### config.mk
export PLATFORM = sky130hd
export DESIGN_NAME = mc_controller_flat
export DESIGN_NICKNAME = d
export VERILOG_FILES = /design/src/rtl/ctrl_pkg.sv /design/src/rtl/mc_controller_if.sv /design/src/rtl/mc_controller_dp_alu_decode.sv /design/src/rtl/mc_controller.sv /design/src/flat_wrapper.sv
export SDC_FILE = /design/constraint.sdc
export NUM_CORES = 1
export LEC_CHECK = 0
export ABC_CLOCK_PERIOD_IN_PS = 2700
export CORE_MARGIN = 5
export CORE_UTILIZATION = 36
export DETAILED_ROUTE_END_ITERATION = 10
export PLACE_DENSITY_LB_ADDON = 0.1
export SLEW_MARGIN = 10
export SYNTH_ARGS = -nofsm -noshare
export SYNTH_HDL_FRONTEND = slang
export SYNTH_SLANG_ARGS = --single-unit
### constraint.sdc
create_clock -name clk -period 2.7 [get_ports clk]
set_clock_uncertainty 0.1 [all_clocks]
set_input_delay 0.27 -clock clk [delete_from_list [all_inputs] [get_ports clk]]
set_output_delay 0.27 -clock clk [all_outputs]
set_load 0.02 [all_outputs]
### src/rtl/ctrl_pkg.sv
// Encodings shared by the multicycle controller: states, IR field codes, ALU ops, mux selects,
// and the packed bundle of control outputs.
package ctrl_pkg;

    typedef enum logic [3:0] {
        FETCH    = 4'd0,
        DECODE   = 4'd1,
        DP_EXEC  = 4'd2,
        DP_WB    = 4'd3,
        MEM_ADDR = 4'd4,
        MEM_RD   = 4'd5,
        MEM_WB   = 4'd6,
        MEM_WR   = 4'd7,
        HALT     = 4'd8
    } state_e;

    localparam logic [2:0] INST_DP   = 3'b000;
    localparam logic [2:0] INST_MEM  = 3'b010;
    localparam logic [2:0] INST_BR   = 3'b101;
    localparam logic [2:0] INST_HALT = 3'b111;

    localparam logic [2:0] OP_MOV = 3'b000;
    localparam logic [2:0] OP_MVN = 3'b001;
    localparam logic [2:0] OP_ADD = 3'b010;
    localparam logic [2:0] OP_SUB = 3'b011;
    localparam logic [2:0] OP_AND = 3'b100;
    localparam logic [2:0] OP_ORR = 3'b101;
    localparam logic [2:0] OP_CMP = 3'b110;
    localparam logic [2:0] OP_TST = 3'b111;

    localparam logic [2:0] ALU_ADD = 3'b000;
    localparam logic [2:0] ALU_SUB = 3'b001;
    localparam logic [2:0] ALU_AND = 3'b010;
    localparam logic [2:0] ALU_ORR = 3'b011;
    localparam logic [2:0] ALU_MOV = 3'b100;
    localparam logic [2:0] ALU_MVN = 3'b101;

    localparam logic [1:0] SRCA_PC   = 2'b00;
    localparam logic [1:0] SRCA_A    = 2'b01;
    localparam logic [1:0] SRCA_ZERO = 2'b10;

    localparam logic [1:0] SRCB_B      = 2'b00;
    localparam logic [1:0] SRCB_ONE    = 2'b01;
    localparam logic [1:0] SRCB_SEXT11 = 2'b10;
    localparam logic [1:0] SRCB_SEXT25 = 2'b11;

    typedef struct packed {
        logic       PCWrite;
        logic       IorD;
        logic       IRWrite;
        logic       RmorRd;
        logic       RegDst;
        logic       MemtoReg;
        logic       PCSrc;
        logic       reg_write;
        logic       LoadALU;
        logic       loadZN;
        logic       loadCV;
        logic [1:0] AluSrcA;
        logic [1:0] AluSrcB;
        logic [2:0] alu_ctrl;
        logic       MemRead;
        logic       MemWrite;
        logic       halted;
    } ctrl_t;

endpackage

### src/rtl/mc_controller_if.sv
// Controller <-> datapath bundle: IR-decoded fields in, selects/enables/strobes out.
interface mc_controller_if;
    logic [2:0] inst;
    logic [2:0] opcode;
    logic       I;
    logic       LT;
    logic       LB;
    logic       Cond;

    logic       PCWrite, IorD, IRWrite, RmorRd, RegDst, MemtoReg, PCSrc;
    logic       reg_write, LoadALU, loadZN, loadCV;
    logic [1:0] AluSrcA;
    logic [1:0] AluSrcB;
    logic [2:0] alu_ctrl;
    logic       MemRead, MemWrite, halted;

    modport master (
        input  inst, opcode, I, LT, LB, Cond,
        output PCWrite, IorD, IRWrite, RmorRd, RegDst, MemtoReg, PCSrc,
               reg_write, LoadALU, loadZN, loadCV, AluSrcA, AluSrcB, alu_ctrl,
               MemRead, MemWrite, halted
    );

    modport slave (
        output inst, opcode, I, LT, LB, Cond,
        input  PCWrite, IorD, IRWrite, RmorRd, RegDst, MemtoReg, PCSrc,
               reg_write, LoadALU, loadZN, loadCV, AluSrcA, AluSrcB, alu_ctrl,
               MemRead, MemWrite, halted
    );
endinterface

### src/rtl/mc_controller_dp_alu_decode.sv
// Data-processing opcode decode: ALU operation, carry/overflow flag update, destination write.
module dp_alu_decode
    import ctrl_pkg::*;
(
    input  logic [2:0] opcode_i,
    output logic [2:0] alu_ctrl_o,
    output logic       load_cv_o,
    output logic       writes_rd_o
);
    always_comb begin
        alu_ctrl_o  = ALU_ADD;
        load_cv_o   = 1'b0;
        writes_rd_o = 1'b1;
        case (opcode_i)
            OP_MOV: alu_ctrl_o = ALU_MOV;
            OP_MVN: alu_ctrl_o = ALU_MVN;
            OP_ADD: begin alu_ctrl_o = ALU_ADD; load_cv_o = 1'b1; end
            OP_SUB: begin alu_ctrl_o = ALU_SUB; load_cv_o = 1'b1; end
            OP_AND: alu_ctrl_o = ALU_AND;
            OP_ORR: alu_ctrl_o = ALU_ORR;
            // Compare/test only update flags
            OP_CMP: begin alu_ctrl_o = ALU_SUB; load_cv_o = 1'b1; writes_rd_o = 1'b0; end
            OP_TST: begin alu_ctrl_o = ALU_AND; writes_rd_o = 1'b0; end
            default: ;
        endcase
    end
endmodule

### src/rtl/mc_controller.sv
// Multicycle control FSM: one state per datapath cycle, Moore outputs qualified by stable IR fields.
module mc_controller
    import ctrl_pkg::*;
(
    input  logic             clk,
    input  logic             rst,
    mc_controller_if.master  bus
);
    state_e     state_q, state_d;
    ctrl_t      ctrl;
    logic [2:0] dp_alu;
    logic       dp_cv, dp_wr;

    dp_alu_decode u_dp_dec (
        .opcode_i   (bus.opcode),
        .alu_ctrl_o (dp_alu),
        .load_cv_o  (dp_cv),
        .writes_rd_o(dp_wr)
    );

    always_ff @(posedge clk) begin
        if (rst) state_q <= FETCH;
        else     state_q <= state_d;
    end

    always_comb begin
        ctrl    = '0;
        state_d = FETCH;
        case (state_q)
            FETCH: begin
                ctrl.MemRead  = 1'b1;
                ctrl.IRWrite  = 1'b1;
                ctrl.AluSrcA  = SRCA_PC;
                ctrl.AluSrcB  = SRCB_ONE;
                ctrl.alu_ctrl = ALU_ADD;
                ctrl.PCWrite  = 1'b1;
                ctrl.LoadALU  = 1'b1;
                state_d       = DECODE;
            end
            DECODE: begin
                // ALUOut still holds the return address here; branch target replaces it at the edge
                ctrl.RmorRd   = (bus.inst == INST_DP);
                ctrl.AluSrcA  = SRCA_PC;
                ctrl.AluSrcB  = SRCB_SEXT25;
                ctrl.alu_ctrl = ALU_ADD;
                ctrl.LoadALU  = bus.Cond;
                if (bus.Cond) begin
                    case (bus.inst)
                        INST_BR: begin
                            ctrl.PCWrite = 1'b1;
                            if (bus.LB) begin
                                ctrl.reg_write = 1'b1;
                                ctrl.RegDst    = 1'b1;
                                ctrl.MemtoReg  = 1'b1;
                            end
                        end
                        INST_DP:   state_d = DP_EXEC;
                        INST_MEM:  state_d = MEM_ADDR;
                        INST_HALT: state_d = HALT;
                        default:   state_d = FETCH;
                    endcase
                end
            end
            DP_EXEC: begin
                ctrl.RmorRd   = 1'b1;
                ctrl.AluSrcA  = SRCA_A;
                ctrl.AluSrcB  = bus.I ? SRCB_SEXT11 : SRCB_B;
                ctrl.alu_ctrl = dp_alu;
                ctrl.LoadALU  = 1'b1;
                ctrl.loadZN   = 1'b1;
                ctrl.loadCV   = dp_cv;
                state_d       = DP_WB;
            end
            DP_WB: begin
                ctrl.MemtoReg  = 1'b1;
                ctrl.reg_write = dp_wr;
            end
            MEM_ADDR: begin
                ctrl.AluSrcA  = SRCA_A;
                ctrl.AluSrcB  = SRCB_SEXT11;
                ctrl.alu_ctrl = ALU_ADD;
                ctrl.LoadALU  = 1'b1;
                state_d       = bus.LT ? MEM_RD : MEM_WR;
            end
            MEM_RD: begin
                ctrl.IorD    = 1'b1;
                ctrl.MemRead = 1'b1;
                state_d      = MEM_WB;
            end
            MEM_WB:  ctrl.reg_write = 1'b1;
            MEM_WR: begin
                ctrl.IorD     = 1'b1;
                ctrl.MemWrite = 1'b1;
            end
            HALT: begin
                ctrl.halted = 1'b1;
                state_d     = HALT;
            end
            default: state_d = FETCH;
        endcase
        // Reset blanks every strobe so no partially issued write can land
        if (rst) ctrl = '0;
    end

    assign bus.PCWrite   = ctrl.PCWrite;
    assign bus.IorD      = ctrl.IorD;
    assign bus.IRWrite   = ctrl.IRWrite;
    assign bus.RmorRd    = ctrl.RmorRd;
    assign bus.RegDst    = ctrl.RegDst;
    assign bus.MemtoReg  = ctrl.MemtoReg;
    assign bus.PCSrc     = ctrl.PCSrc;
    assign bus.reg_write = ctrl.reg_write;
    assign bus.LoadALU   = ctrl.LoadALU;
    assign bus.loadZN    = ctrl.loadZN;
    assign bus.loadCV    = ctrl.loadCV;
    assign bus.AluSrcA   = ctrl.AluSrcA;
    assign bus.AluSrcB   = ctrl.AluSrcB;
    assign bus.alu_ctrl  = ctrl.alu_ctrl;
    assign bus.MemRead   = ctrl.MemRead;
    assign bus.MemWrite  = ctrl.MemWrite;
    assign bus.halted    = ctrl.halted;
endmodule

### src/flat_wrapper.sv
// flat-port wrapper written by rule: the top's interface ports become plain ports
module mc_controller_flat import ctrl_pkg::*;
  (clk, rst, bus_inst, bus_opcode, bus_I, bus_LT, bus_LB, bus_Cond, bus_PCWrite, bus_IorD, bus_IRWrite, bus_RmorRd, bus_RegDst, bus_MemtoReg, bus_PCSrc, bus_reg_write, bus_LoadALU, bus_loadZN, bus_loadCV, bus_AluSrcA, bus_AluSrcB, bus_alu_ctrl, bus_MemRead, bus_MemWrite, bus_halted);
  mc_controller_if bus_i ();
  input  logic clk;
  input  logic rst;
  input wire logic [$bits(bus_i.inst)-1:0] bus_inst;
  input wire logic [$bits(bus_i.opcode)-1:0] bus_opcode;
  input wire logic [$bits(bus_i.I)-1:0] bus_I;
  input wire logic [$bits(bus_i.LT)-1:0] bus_LT;
  input wire logic [$bits(bus_i.LB)-1:0] bus_LB;
  input wire logic [$bits(bus_i.Cond)-1:0] bus_Cond;
  output wire logic [$bits(bus_i.PCWrite)-1:0] bus_PCWrite;
  output wire logic [$bits(bus_i.IorD)-1:0] bus_IorD;
  output wire logic [$bits(bus_i.IRWrite)-1:0] bus_IRWrite;
  output wire logic [$bits(bus_i.RmorRd)-1:0] bus_RmorRd;
  output wire logic [$bits(bus_i.RegDst)-1:0] bus_RegDst;
  output wire logic [$bits(bus_i.MemtoReg)-1:0] bus_MemtoReg;
  output wire logic [$bits(bus_i.PCSrc)-1:0] bus_PCSrc;
  output wire logic [$bits(bus_i.reg_write)-1:0] bus_reg_write;
  output wire logic [$bits(bus_i.LoadALU)-1:0] bus_LoadALU;
  output wire logic [$bits(bus_i.loadZN)-1:0] bus_loadZN;
  output wire logic [$bits(bus_i.loadCV)-1:0] bus_loadCV;
  output wire logic [$bits(bus_i.AluSrcA)-1:0] bus_AluSrcA;
  output wire logic [$bits(bus_i.AluSrcB)-1:0] bus_AluSrcB;
  output wire logic [$bits(bus_i.alu_ctrl)-1:0] bus_alu_ctrl;
  output wire logic [$bits(bus_i.MemRead)-1:0] bus_MemRead;
  output wire logic [$bits(bus_i.MemWrite)-1:0] bus_MemWrite;
  output wire logic [$bits(bus_i.halted)-1:0] bus_halted;
  assign bus_i.inst = bus_inst;
  assign bus_i.opcode = bus_opcode;
  assign bus_i.I = bus_I;
  assign bus_i.LT = bus_LT;
  assign bus_i.LB = bus_LB;
  assign bus_i.Cond = bus_Cond;
  assign bus_PCWrite = bus_i.PCWrite;
  assign bus_IorD = bus_i.IorD;
  assign bus_IRWrite = bus_i.IRWrite;
  assign bus_RmorRd = bus_i.RmorRd;
  assign bus_RegDst = bus_i.RegDst;
  assign bus_MemtoReg = bus_i.MemtoReg;
  assign bus_PCSrc = bus_i.PCSrc;
  assign bus_reg_write = bus_i.reg_write;
  assign bus_LoadALU = bus_i.LoadALU;
  assign bus_loadZN = bus_i.loadZN;
  assign bus_loadCV = bus_i.loadCV;
  assign bus_AluSrcA = bus_i.AluSrcA;
  assign bus_AluSrcB = bus_i.AluSrcB;
  assign bus_alu_ctrl = bus_i.alu_ctrl;
  assign bus_MemRead = bus_i.MemRead;
  assign bus_MemWrite = bus_i.MemWrite;
  assign bus_halted = bus_i.halted;
  mc_controller u_core (.clk(clk), .rst(rst), .bus(bus_i));
endmodule
==> flow_summary.yaml, run 1 <==
run_status:
  outcome: "finished, final reports clean"
hold_path:
  hold_path.class: "reg -> reg"
  holdCritStartpoint: "u_core.state_q[1]"
  whs_endpoint: "u_core.state_q[2]"
  hold_depth: 1
die:
  io_pins: 33
  rows: 13
  core_area_sq_um: 1280
  die_w_um: 46.6
  die_area_sq_um: 2170
  die_y_um: 46.6
  initial_utilization_pct: 37.5
finish:
  layout_commonest_cell: "clkdlybuf4s50_1"
  nFillCells: 121
  top_regs: "u_core.state_q: 4 flops"
  largest_reg_flops: 4
  multi_input_area_sq_um: 359
  antenna_cells: 0
  area_growth_pct: 70.9
  largest_register: "u_core.state_q"
  layout_common_cells: "clkdlybuf4s50_1, nor2_1, nor3_1"
  fin_area_sq_um: 823
  fin_nets: 113
  post-route-util_pct: 64.1
  drive_gt1_share_pct: 16.2
  seq_area_sq_um: 81.3
yosys:
  synth_top_area_share_pct: 16.6
  synth_edf_count: 0
  ys_seq_area_share_pct: 16.6
  synth-async-reset-ratio_pct: 0
  syn_inst: 67
  synth.distinct_cells: 35
  syn_area_sq_um: 482
  synth_area_per_cell_sq_um: 7.19
  synthTopCellsByArea: "dfxtp_1, nor3_1, nor2_1"
  synth.largest_area_cell: "dfxtp_1"
  synth_flop_cell: "dfxtp_1"
  ys_ff_latch: 4
  ys.warnings.count: 0
power:
  p_leak_nw: 0.317
  powerDensity_nw_per_um2: 276
  ir_drop_v: 0.000309
sta:
  rsz0062_at_grt: "no"
  max_freq_mhz: 394
  fin_ws_ns: 0.164
  post-route-period-util_pct: 93.9
  fin_crit_ns: 2.54
  setup_viol: 0
  hold_viol_final: 0
  slew_violations: 0
  tns_ns: 0
cts:
  cts_max_level: 1
  clkLatencyLatePin_ns: 0.23
  hold_buffers: 0
  cts_sinks: 4
  root_buffer: "clkbuf_4"
  cts_setup_buffers: 0
  cts_tree: "built"
  numCtsBuffers: 3
  clockBufferDepth: 2
  path_clk_slew_ns: 0.04
critical_path:
  critPathLaunchType: "input pin"
  crit_type: "in -> out"
  cp.buffers_inverters: 2
  cp_max_fo: 5
  worstPathArrival_ns: 2.17
  rrSetupSlack_ns: 1.18
  crit_chain: "clkdlybuf4s50_1 -> or2_1 -> or3_4 -> a211oi_2 -> clkdlybuf4s50_1"
  critical_path.top_delay_family: "buffers and inverters"
  crit_required_ns: 2.33
  reg2reg_depth: 5
  max_stage_delay_ns: 0.63
  r2r-start: "u_core.state_q[2]"
  r2r-end: "u_core.state_q[3]"
  worstSetupEndpointType: "output pin"
  cpMostUsedCell: "clkdlybuf4s50_1"
  cp_slowest_cell: "clkdlybuf4s50_1"
grt:
  grt_pass1_wl_um: 2310
  grt_pass1_vias: 547
  overflow: 0
  grtUsageTotal_pct: 14.6
  grt_max_degree: 15
  grt_antenna_before_repair: 0
detailed_routing:
  postRouteAntennaNets: 0
  firstDrtPassIters: 3
  drc: 0
  vias_per_cell: 5.11
  vias: 582
  wl_um: 1400
  first_iter_violations: 13
  wl_per_cell_um: 12.3
placed_design:
  place.gp.congestion: 0.809
  place_area_sq_um: 800
  hpwl_um: 1160
  pre_cts_slack_ns: 0.163
  io_buffers: 30
flow_run:
  timing.max_cap.violations: 0
==> cells by family after synthesis <==
logic type	synth area share (%)
DFF	16.6
and+or+nand+nor	41.8
AOI/OAI and AO/OA	25.7
other	0.778
xor gates and xnor gates	5.46
buffers and inverters	9.61
==> per-stage QoR <==
stage	power, mW	instances	hold slack (ns)
6_report	0.227	114	0.490
5_1_grt	0.244	114	0.535
4_1_cts	0.230	114	0.513
3_5_place_dp	0.155	111	0.503
3_3_place_gp	0.154	111	0.499
2_1_floorplan	0.112	68	0.317
==> report_power, final <==
group          total [mW]  internal (mW)  switching [mW]
sequential         0.0666         0.0615         0.00515
clock              0.0734         0.0497          0.0237
combinational      0.0872         0.0458          0.0414
==> worst max-delay path by stage <==
stage | start | endpoint | slack [ns] | depth (start not counted)
floorplan | u_core.state_q[3] | bus_alu_ctrl[2] | 0.94 | 3
CTS | u_core.state_q[1] | bus_loadCV | 0.1 | 4
finish | rst | bus_loadCV | 0.16 | 5
detailed placement | rst | bus_loadCV | 0.16 | 5
global placement | rst | bus_loadCV | 0.18 | 5
global route | u_core.state_q[2] | bus_RegDst | 0.05 | 6
==> area by class of cell <==
class                   instances  share of cell area, %
well taps                      15                   2.28
inverters                       3                   1.37
repair buffers                 34                   40.1
multi-input cells              55                   43.6
clock buffers                   3                   2.74
flip-flops and latches          4                   9.88
==> cells in the mapped netlist (2+ instances only) <==
master and instances:
a211oi_1 2, a211oi_2 2, buf_2 4, buf_4 2
dfxtp_1 4, inv_1 2, nand2_1 4, nand2b_1 2
nand3_1 3, nand4b_1 2, nor2_1 8, nor3_1 6
o21bai_1 2, or2_1 2, xor2_1 2
==> metal layers <==
layer  up-vias  GRT usage, %  part of all wire, %
met1       261          17.3                   44
met3         0          5.08                  6.9
met4         0          1.70                    0
li1        304             -                    -
met2        17          25.8                   49
met5         -             0                    0
==> timing repair <==
item                                    in CTS  in global routing
endpoints found under the hold margin        0                  0
endpoints found under the setup margin       0                  1
resized for setup                            0                  1
Note: power is estimated with default switching activity, not from simulation.
==> inputs of run 2 (changes only) <==
--- a/config.mk
+++ b/config.mk
@@ -5,9 +5,9 @@
 export SDC_FILE = /design/constraint.sdc
 export NUM_CORES = 1
 export LEC_CHECK = 0
-export ABC_CLOCK_PERIOD_IN_PS = 2700
+export ABC_CLOCK_PERIOD_IN_PS = 2900
 export CORE_MARGIN = 5
-export CORE_UTILIZATION = 36
+export CORE_UTILIZATION = 34
 export DETAILED_ROUTE_END_ITERATION = 10
 export PLACE_DENSITY_LB_ADDON = 0.1
 export SLEW_MARGIN = 10
==> constraint.sdc (replaced) <==
create_clock -name clk -period 2.9 [get_ports clk]
set_clock_uncertainty 0.1 [all_clocks]
set_input_delay 0.29 -clock clk [delete_from_list [all_inputs] [get_ports clk]]
set_output_delay 0.29 -clock clk [all_outputs]
set_load 0.02 [all_outputs]
==> run 2 against run 1 <==
Effect of this change:
- utilization is 3.4 points lower
- total power decreased by 9.1%
- final cell count shrank 2.6%
- wire length decreased by 2.9%
- worst hold slack better by 0.071 ns
==> flow_summary.yaml, run 2 (same netlist as run 1, synthesis figures left out) <==
run_status:
  outcome: "finished, final reports clean"
detailed_routing:
  vias: 573
  first_iter_violations: 10
  wl_um: 1360
  firstDrtPassIters: 5
  postRouteAntennaNets: 0
  vias_per_cell: 5.16
  drc: 0
  wl_per_cell_um: 12.2
hold_path:
  hold_path.class: "reg -> reg"
grt:
  grt_pass1_vias: 540
  grt_antenna_before_repair: 0
  grt_max_degree: 17
  overflow: 0
  grtUsageTotal_pct: 14.0
  grt_pass1_wl_um: 2260
sta:
  setup_viol: 0
  hold_viol_final: 0
  tns_ns: 0
  slew_violations: 0
  slew-limit-headroom_pct: 65.3
  fin_ws_ns: 0.223
  max_freq_mhz: 374
  fin_crit_ns: 2.68
  worst_pin_slew_ns: 0.520
  rsz0062_at_grt: "no"
  post-route-period-util_pct: 92.3
  whs_ns: 0.561
power:
  p_switching_mw: 0.0631
  p_clk_share_pct: 32.3
  powerDensity_nw_per_um2: 258
  p_int_mw: 0.143
  p_sw_share_pct: 30.6
  seqPwrFrac_pct: 30.9
  ir_drop_v: 0.000221
  p_leak_nw: 0.302
  combPwrFrac_pct: 36.7
finish:
  layout_common_cells: "clkdlybuf4s50_1, nor2_1, nor3_1"
  fin_nets: 110
  top_regs: "u_core.state_q: 4 flops"
  largest_reg_flops: 4
  area_growth_pct: 66.0
  drive_gt1_share_pct: 12.5
  layout_commonest_cell: "clkdlybuf4s50_1"
  antenna_cells: 0
  largest_register: "u_core.state_q"
critical_path:
  worstSetupEndpointType: "output pin"
  cp_max_fo: 8
  worstPathArrival_ns: 2.29
  critPathLaunchType: "input pin"
  crit_type: "in -> out"
  crit_required_ns: 2.51
die:
  die_area_sq_um: 2270
  die_w_um: 47.6
  rows: 13
  core_area_sq_um: 1320
  initial_utilization_pct: 36.6
  io_pins: 33
  die_y_um: 47.6
cts:
  clockBufferDepth: 2
  cts.repair.resized: 0
  cts_setup_buffers: 0
  hold_buffers: 0
  cts_sinks: 4
  root_buffer: "clkbuf_4"
  numCtsBuffers: 3
  cts_tree: "built"
  cts_max_level: 1
  clkLatencyLatePin_ns: 0.23
  path_clk_slew_ns: 0.04
placed_design:
  hpwl_um: 1100
  pre_cts_slack_ns: 0.216
  io_buffers: 30
  place.gp.congestion: 0.761
flow_run:
  timing.max_cap.violations: 0
-- run 2: cell type report --
| type | instances | area, sq um |
|---|---|---|
| fillers | 122 | 518 |
| multi-input cells | 55 | 359 |
| repair buffers | 31 | 308 |
| flip-flops and latches | 4 | 80.1 |
| clock buffers | 3 | 22.5 |
| well taps | 15 | 18.8 |
| inverters | 3 | 11.3 |
-- run 2: power by group through the flow --
stage          registers [mW]  logic (mW)  clock network (mW)
6_report               0.0639      0.0759              0.0668
5_1_grt                0.0644      0.0829              0.0810
4_1_cts                0.0637      0.0764              0.0712
3_5_place_dp           0.0645      0.0763                   0
3_3_place_gp           0.0645      0.0762                   0
2_1_floorplan          0.0595      0.0445                   0
-- run 2: metal layers --
metal  wire (um)  global-route usage (%)
met5           0                       0
met4           0                    8.06
met3         103                    2.26
met2         710                    24.6
met1         545                    15.8
-- run 2: worst paths after layout --
check | slack (ns) | from | to | cells after the start
worst max-delay path | 0.22 | rst | bus_loadCV | 5
worst min-delay path | 0.56 | u_core.state_q[3] | u_core.state_q[3] | 2
worst max register to register | 1.37 | u_core.state_q[2] | u_core.state_q[3] | 5
worst min register to register | 0.56 | u_core.state_q[3] | u_core.state_q[3] | 2
-- run 2: worst max-delay path: stages --
cell and delay (ns):
clkdlybuf4s50_1 0.42, or2_1 0.32, or3_4 0.43, a211oi_2 0.20, clkdlybuf4s50_1 0.63
-- run 2: per-stage QoR --
step | power [mW] | cell area, sq um | utilization [%] | instances
global placement | 0.141 | 777 | 59.0 | 108
CTS | 0.211 | 800 | 60.7 | 111
floorplan | 0.104 | 485 | - | 68
finish | 0.207 | 800 | 60.7 | 111
global route | 0.228 | 800 | 60.7 | 111
detailed placement | 0.141 | 777 | 59.0 | 108
==> inputs of run 3 (changes only) <==
--- a/config.mk
+++ b/config.mk
@@ -5,7 +5,7 @@
 export SDC_FILE = /design/constraint.sdc
 export NUM_CORES = 1
 export LEC_CHECK = 0
-export ABC_CLOCK_PERIOD_IN_PS = 2900
+export ABC_CLOCK_PERIOD_IN_PS = 3000
 export CORE_MARGIN = 5
 export CORE_UTILIZATION = 34
 export DETAILED_ROUTE_END_ITERATION = 10
==> constraint.sdc (replaced) <==
create_clock -name clk -period 3 [get_ports clk]
set_clock_uncertainty 0.1 [all_clocks]
set_input_delay 0.3 -clock clk [delete_from_list [all_inputs] [get_ports clk]]
set_output_delay 0.3 -clock clk [all_outputs]
set_load 0.02 [all_outputs]
==> run 3 against run 2 <==
Effect of this change:
- total power decreased by 3.5%
- combinational power decreased by 3.0%
- via count decreased by 2.8%
- register-to-register slack improved by 0.11 ns
- utilization unchanged
- count of clock-buffer cells in the layout unchanged
- final cell count unchanged
- flip-flop and latch count unchanged
- sequential power decreased by 3.9%
- first-iteration DRC count unchanged
- highest routed layer unchanged
==> flow_summary.yaml, run 3 (same netlist as run 1, synthesis figures left out) <==
cts:
  cts_sinks: 4
  root_buffer: "clkbuf_4"
  path_clk_slew_ns: 0.03
  cts_tree: "built"
  cts_setup_buffers: 0
  clkLatencyLatePin_ns: 0.23
  hold_buffers: 0
  clockBufferDepth: 2
  cts.repair.resized: 0
  numCtsBuffers: 3
  cts_max_level: 1
detailed_routing:
  wl_met1_um: 510
  vias: 557
  postRouteAntennaNets: 0
  wl_um: 1310
  firstDrtPassIters: 4
  vias_per_cell: 5.02
  topRoutingLayerUsed: "met3"
  wl_met3_um: 104
  drc: 0
  wl_per_cell_um: 11.8
  met2WireLength_um: 697
  first_iter_violations: 10
die:
  die_w_um: 47.6
  die_y_um: 47.6
  rows: 13
  initial_utilization_pct: 36.6
  io_pins: 33
  core_area_sq_um: 1320
  die_area_sq_um: 2270
placed_design:
  hpwl_um: 1090
  place.gp.congestion: 0.761
  io_buffers: 30
  pre_cts_slack_ns: 0.295
critical_path:
  cpMostUsedCell: "clkdlybuf4s50_1"
  cp_max_fo: 8
  reg2reg_depth: 5
  crit_required_ns: 2.60
  max_stage_delay_ns: 0.63
  crit_type: "in -> out"
  cp_slowest_cell: "clkdlybuf4s50_1"
  critPathLaunchType: "input pin"
  rrSetupSlack_ns: 1.48
  crit_chain: "clkdlybuf4s50_1 -> or2_1 -> or3_4 -> a211oi_2 -> clkdlybuf4s50_1"
  worstPathArrival_ns: 2.30
  worstSetupEndpointType: "output pin"
finish:
  area_growth_pct: 66.0
  nFillCells: 125
  layout_common_cells: "clkdlybuf4s50_1, nor2_1, nor3_1"
  top_regs: "u_core.state_q: 4 flops"
  fin_nets: 110
  drive_gt1_share_pct: 12.5
  largest_reg_flops: 4
  layout_commonest_cell: "clkdlybuf4s50_1"
  largest_register: "u_core.state_q"
  antenna_cells: 0
power:
  p_leak_nw: 0.302
  powerDensity_nw_per_um2: 249
  power.total_mw: 0.199
  ir_drop_v: 0.000200
sta:
  max_freq_mhz: 370
  fin_ws_ns: 0.296
  setup_viol: 0
  hold_viol_final: 0
  fin_crit_ns: 2.70
  slew_violations: 0
  rsz0062_at_grt: "no"
  tns_ns: 0
  post-route-period-util_pct: 90.1
grt:
  grt_antenna_before_repair: 0
  grtUsageTotal_pct: 13.1
  grt_pass1_vias: 523
  grt_pass1_wl_um: 2170
  overflow: 0
  grt_max_degree: 17
flow_run:
  timing.max_cap.violations: 0
run_status:
  outcome: "finished, final reports clean"
hold_path:
  hold_path.class: "reg -> reg"
  hold_depth: 2
==> run 3: power by group <==
group	leakage (nW)	switching, mW	internal [mW]	total (mW)
logic	0.256	0.0348	0.0388	0.0736
clock network	0.0138	0.0198	0.0446	0.0644
registers	0.0326	0.00609	0.0553	0.0614
==> run 3: final cells by class <==
cell class	instances	area, sq um	share of cell area (%)
timing repair buffer	31	308	38.5
inverter	3	11.3	1.41
tap	15	18.8	2.35
clock buffer	3	22.5	2.82
multi-input combinational	55	359	44.9
sequential	4	80.1	10.0
==> run 3: worst paths after layout <==
| path | start | end |
|---|---|---|
| setup / recovery | rst | bus_loadCV |
| hold reg to reg | u_core.state_q[3] | u_core.state_q[3] |
| hold / removal | u_core.state_q[3] | u_core.state_q[3] |
| setup reg to reg | u_core.state_q[2] | u_core.state_q[3] |
==> run 3: worst max-delay path, delay by kind of cell <==
family | cells | cell delay, ns
compound gates | 1 | 0.20
buf+inv | 2 | 1.05
simple gates | 2 | 0.75
==> run 3: stage by stage <==
| stage | hold slack, ns | utilization (%) | area (sq um) | instances |
|---|---|---|---|---|
| floorplan | 0.347 | - | 485 | 68 |
| global placement | 0.550 | 59.0 | 777 | 108 |
| detailed placement | 0.546 | 59.0 | 777 | 108 |
| CTS | 0.551 | 60.7 | 800 | 111 |
| global route | 0.577 | 60.7 | 800 | 111 |
| finish | 0.546 | 60.7 | 800 | 111 |
==> run 3: per-layer routing <==
layer	vias to the layer above	track usage, %
met5	-	0
met4	0	6.45
met3	0	0
met2	16	24.3
met1	244	15.4
li1	297	-
